<file path="config.mk">
export PLATFORM = sky130hd
export DESIGN_NAME = gun_sense
export DESIGN_NICKNAME = d
export VERILOG_FILES = /design/src/rtl/gun_sense.sv
export SDC_FILE = /design/constraint.sdc
export NUM_CORES = 1
export LEC_CHECK = 0
export CORE_ASPECT_RATIO = 2
export CORE_MARGIN = 1.5
export CORE_UTILIZATION = 55
export CTS_BUF_LIST = sky130_fd_sc_hd__clkbuf_8
export DETAILED_ROUTE_END_ITERATION = 10
export PLACE_DENSITY = 0.75
export SLEW_MARGIN = 25
export SYNTH_ARGS = -nofsm -noshare
export SYNTH_HDL_FRONTEND = slang
export SYNTH_SLANG_ARGS = --single-unit
</file>
<file path="constraint.sdc">
create_clock -name clk -period 3.5 [get_ports clk]
set_input_delay 0.525 -clock clk [delete_from_list [all_inputs] [get_ports clk]]
set_output_delay 0.525 -clock clk [all_outputs]
set_load 0.05 [all_outputs]
</file>
<file path="src/rtl/gun_sense.sv">
// Light-gun trigger debounce and two-frame (black/white) hit detection.
// Optional macro GUN_CHEAT_CHECK_EN: light seen during the BLACK frame forces a miss.
module gun_sense #(
    parameter int unsigned DEBOUNCE_CYCLES  = 250000,
    parameter int unsigned LIGHT_MIN_CYCLES = 1000
) (
    input  logic       clk,
    input  logic       rst,
    input  logic       trigger_raw,
    input  logic       light_raw,
    input  logic       frame_start,
    output logic       trigger,
    output logic       hit,
    output logic       miss,
    output logic [7:0] hit_count,
    output logic [7:0] shot_count,
    output logic       busy
);

    localparam int unsigned DB_W = (DEBOUNCE_CYCLES > 1) ? $clog2(DEBOUNCE_CYCLES) : 1;

    typedef enum logic [2:0] {
        IDLE,
        WAIT_BLACK,
        BLACK,
        WHITE,
        HOLD
    } state_t;

    state_t      state, state_next;
    logic        trig_s1, trig_s2;
    logic        light_s1, light_s2;
    logic [DB_W-1:0] db_cnt;
    logic        trigger_q;
    logic        shot_start;
    logic [19:0] light_cnt;
    logic        light_lit;
    logic        score_hit;
    logic        light_clr;
    logic        light_inc;
    logic        eval;
`ifdef GUN_CHEAT_CHECK_EN
    logic        black_lit;
    logic        latch_black;
`endif

    always_ff @(posedge clk) begin
        if (rst) begin
            trig_s1  <= 1'b0;
            trig_s2  <= 1'b0;
            light_s1 <= 1'b0;
            light_s2 <= 1'b0;
        end else begin
            trig_s1  <= trigger_raw;
            trig_s2  <= trig_s1;
            light_s1 <= light_raw;
            light_s2 <= light_s1;
        end
    end

    always_ff @(posedge clk) begin
        if (rst) begin
            db_cnt    <= '0;
            trigger   <= 1'b0;
            trigger_q <= 1'b0;
        end else begin
            trigger_q <= trigger;
            if (trig_s2 == trigger) begin
                db_cnt <= '0;
            end else if (db_cnt == DB_W'(DEBOUNCE_CYCLES - 1)) begin
                db_cnt  <= '0;
                trigger <= ~trigger;
            end else begin
                db_cnt <= db_cnt + 1'b1;
            end
        end
    end

    assign shot_start = trigger & ~trigger_q;
    assign light_lit  = 32'(light_cnt) >= LIGHT_MIN_CYCLES;
`ifdef GUN_CHEAT_CHECK_EN
    assign score_hit  = light_lit & ~black_lit;
`else
    assign score_hit  = light_lit;
`endif
    assign busy = (state != IDLE);

    always_comb begin
        state_next = state;
        light_clr  = 1'b0;
        light_inc  = 1'b0;
        eval       = 1'b0;
`ifdef GUN_CHEAT_CHECK_EN
        latch_black = 1'b0;
`endif
        case (state)
            IDLE: begin
                // frame_start is ignored here, even when coincident with shot start
                if (shot_start) begin
                    state_next = WAIT_BLACK;
                    light_clr  = 1'b1;
                end
            end
            WAIT_BLACK: begin
                if (frame_start) state_next = BLACK;
            end
            BLACK: begin
                if (frame_start) begin
`ifdef GUN_CHEAT_CHECK_EN
                    latch_black = 1'b1;
`endif
                    light_clr  = 1'b1;
                    state_next = WHITE;
                end else begin
                    light_inc = light_s2;
                end
            end
            WHITE: begin
                if (frame_start) begin
                    eval       = 1'b1;
                    state_next = HOLD;
                end else begin
                    light_inc = light_s2;
                end
            end
            HOLD: begin
                if (!trigger) state_next = IDLE;
            end
            default: state_next = IDLE;
        endcase
    end

    always_ff @(posedge clk) begin
        if (rst) begin
            state      <= IDLE;
            light_cnt  <= '0;
            hit        <= 1'b0;
            miss       <= 1'b0;
            hit_count  <= '0;
            shot_count <= '0;
        end else begin
            state <= state_next;
            hit   <= eval & score_hit;
            miss  <= eval & ~score_hit;
            if (light_clr) begin
                light_cnt <= '0;
            end else if (light_inc && light_cnt != '1) begin
                light_cnt <= light_cnt + 1'b1;
            end
            if (eval) begin
                if (shot_count != '1) shot_count <= shot_count + 1'b1;
                if (score_hit && hit_count != '1) hit_count <= hit_count + 1'b1;
            end
        end
    end

`ifdef GUN_CHEAT_CHECK_EN
    always_ff @(posedge clk) begin
        if (rst) begin
            black_lit <= 1'b0;
        end else if (latch_black) begin
            black_lit <= light_lit;
        end
    end
`endif

endmodule

</file>
==> key figures <==
Clock tree
  • CTS resizes: 0
  • CTS Hold Bufs: 0
  • Clock Sink Count: 65
  • CTS tree: built
  • Root buffer cell: clkbuf_8
  • CTS H-tree lvls: 3
  • Total CTS buffers: 9
  • CTS Buffer Depth: 2
  • Post-CTS Setup Bufs: 0
  • CTS clk-pin slew, worst paths: 0.07 ns
  • Clk_lat worst skew: 0.34 ns

Logic synthesis
  • Cell area after synthesis: 0.00304 mm^2
  • Cell type with the largest total area after synthesis: dfxtp_1
  • Ranking of synthesized cells by area: dfxtp_1 (43%), nor2_1 (5.4%), xor2_1 (4.9%)
  • #FFs+latches synth: 65
  • Gate Count Post-Synth: 337
  • Primary FF master, synth: dfxtp_1
  • Top-area cell type share of the netlist area: 0.428
  • Seq/Total Area, Yosys: 0.428
  • Syn_area_per_cell: 9.01 um^2
  • Ys Warns: 0
  • Async SR Flop Fraction: 0
  • Number of flops mapped to enable cells by yosys: 0
  • Mapped Nets: 347
  • Number of library cell types mapped by synthesis: 59

Setup path
  • Startpoint types: flop
  • Critical Path RT: 2.97 ns
  • Top delay family on crit path: buffers and inverters
  • Crit-path cells: or3_1, clkdlybuf4s50_1
  • Crit path kind: flop to primary output
  • Slowest-stage cell, CP: clkdlybuf4s50_1
  • Critical path capture point type: primary output
  • Max stage delay on crit path: 0.73 ns
  • Worst path arrival time: 1.82 ns
  • WP buf/inv: 1
  • Critical Path Fanout Max: 6
  • FF-to-FF setup slack: 1.42 ns

Global routing
  • Vias in the first global route: 2370
  • First-pass GRT wire length: 10100 um
  • Largest net degree at the start of global routing: 23
  • Total track usage: 0.217
  • GRT overflow: 0
  • Initial antenna violation count: 0

Drt
  • ANT nets after route: 0
  • Wire per inst: 14.0 um
  • DR vias/cell: 5.85
  • WL final: 5960 um
  • Via count: 2491
  • First-pass DRT Iterations: 4
  • First DRT Iteration DRCs: 64
  • DR DRC count: 0

Power and ir drop
  • Clock network fraction of design power: 0.424
  • P_int: 1.04 mW
  • Logic pwr share: 0.018
  • Pleak: 1.16 nW
  • Power Density: 384 mW/mm^2
  • Worst vdd ir: 0.328 mV
  • Switching power total: 0.293 mW
  • Reg power frac: 0.559
  • Sw Share: 0.220

Placed design
  • Gpl congestion: 0.845
  • DP Cell Count: 410
  • Number of port buffers: 24
  • Post-DP HPWL: 4220 um

Floorplanning
  • Initial core utilization: 0.565
  • Die area: 0.00601 mm^2
  • Die height: 108 um
  • Core area: 0.00537 mm^2
  • Row cnt: 38
  • Die Wd: 55.6 um
  • I/O Pins: 25

Timing
  • Slew @ Worst Pin: 0.629 ns
  • Fmax: 426 MHz
  • Hold Vio Cnt, Final: 0
  • Setup TNS Final: 0 ns
  • Final clock skew: 0.00776 ns
  • Max-slew violations: 0
  • Final setup violation count: 0
  • Min cycle time layout: 2.34 ns
  • Max_slew headroom: 0.577
  • RSZ-0062 raised after global routing: false
  • Min Hold Slack: 0.435 ns
  • Crit share post-route: 0.670

Job
  • MaxCap Viol Count: 0

Final layout
  • Util after Layout: 0.644
  • Share of layout cells above drive strength 1: 0.112
  • Antenna diodes: 0
  • Final non-filler cell total: 426
  • Fillers: 454
  • Area delta synth->final: 13.8%
  • Nets: 371

Outcome
  • Run status: complete, no violations

Worst hold path
  • Hold/Removal Path Class: flop to flop
cells in the mapped netlist, types with 3 or more instances:
cell type	count
nand4_1	12
nand2_1	28
a211oi_1	3
xnor2_1	13
nor2_1	44
a21oi_1	10
buf_6	3
or3_2	4
a21oi_2	5
o31ai_1	5
buf_2	3
and3_1	9
nand3_1	14
ha_1	5
or4_1	4
o21ai_1	6
xor2_1	17
inv_1	8
o211ai_1	3
nor4_1	8
or3_1	5
nor2b_1	7
o21ai_0	3
mux2i_1	3
nor3_1	5
dfxtp_1	65
power by group through the flow:
stage	Clock (mW)	Combinational [mW]	Sequential [mW]
after CTS	0.580	0.0237	0.743
after detailed placement	0	0.0236	0.760
after global routing	0.608	0.0257	0.743
after floorplan	0	0.0145	0.759
final	0.563	0.0233	0.743
after global placement	0	0.0233	0.760
metal layers:
layer | vias up | wire length [um] | track usage
met2 | 49 | 3110 | 0.387
met3 | 18 | 182 | 0.0431
met5 | - | 0 | 0
met1 | 1171 | 2410 | 0.215
li1 | 1253 | - | -
met4 | 0 | 260 | 0.166
sequential cells by signal, summed over array words and instances, names as in the netlist, 3 cells and up:
register / cells
light_cnt: 20
db_cnt: 18
hit_count: 8
shot_count: 8
state: 3
final cells by class:
cell class	count	area [um^2]	share of cell area
clock buffer	11	151	0.0438
clock inverter	5	22.5	0.00651
inverter	8	30.0	0.00868
multi-input combinational	251	1620	0.469
sequential	65	1300	0.376
tap	60	75.1	0.0217
timing repair buffer	26	255	0.0738
final timing paths:
kind / cells past startpoint / end / from
worst max-delay path: 2 / busy / state[0]
worst max register to register: 5 / light_cnt[8] / trigger
worst min register to register: 1 / light_s2 / light_s1
worst min-delay path: 1 / light_s2 / light_s1
logic make-up (layout without fill, tap and decap cells):
group                    after synthesis  count (layout)  synth area share
AND/OR/NAND/NOR                      161             161             0.287
multiplexers                           6               6            0.0210
adder cells (fa/ha/maj)                5               5            0.0206
AO/OA/AOI/OAI                         49              49             0.119
XOR/XNOR                              30              30            0.0865
buffers and inverters                 21              50            0.0375
flip-flops                            65              65             0.428
placed cells by master, fill, tap and decap left out, drive strengths merged, types with 5 or more instances in the layout:
| cell | synthesis | layout |
|---|---|---|
| a21oi | 15 | 15 |
| and3 | 9 | 9 |
| clkbuf | 3 | 11 |
| clkdlybuf4s50 | 0 | 24 |
| dfxtp | 65 | 65 |
| ha | 5 | 5 |
| inv | 8 | 10 |
| nand2 | 28 | 28 |
| nand3 | 15 | 15 |
| nand4 | 13 | 13 |
| nor2 | 45 | 45 |
| nor2b | 7 | 7 |
| nor3 | 5 | 5 |
| nor4 | 8 | 8 |
| o21ai | 12 | 12 |
| o31ai | 5 | 5 |
| or3 | 9 | 9 |
| or4 | 7 | 7 |
| xnor2 | 13 | 13 |
| xor2 | 17 | 17 |
stage by stage:
stage               power, mW  setup slack (ns)  cell area (um^2)
floorplan               0.774              1.44              3040
global placement        0.783              1.00              3280
detailed placement      0.783             0.978              3280
CTS                      1.35              1.13              3460
global route             1.38              1.08              3460
finish                   1.33              1.16              3460
Note: power is estimated with default switching activity, not from simulation.
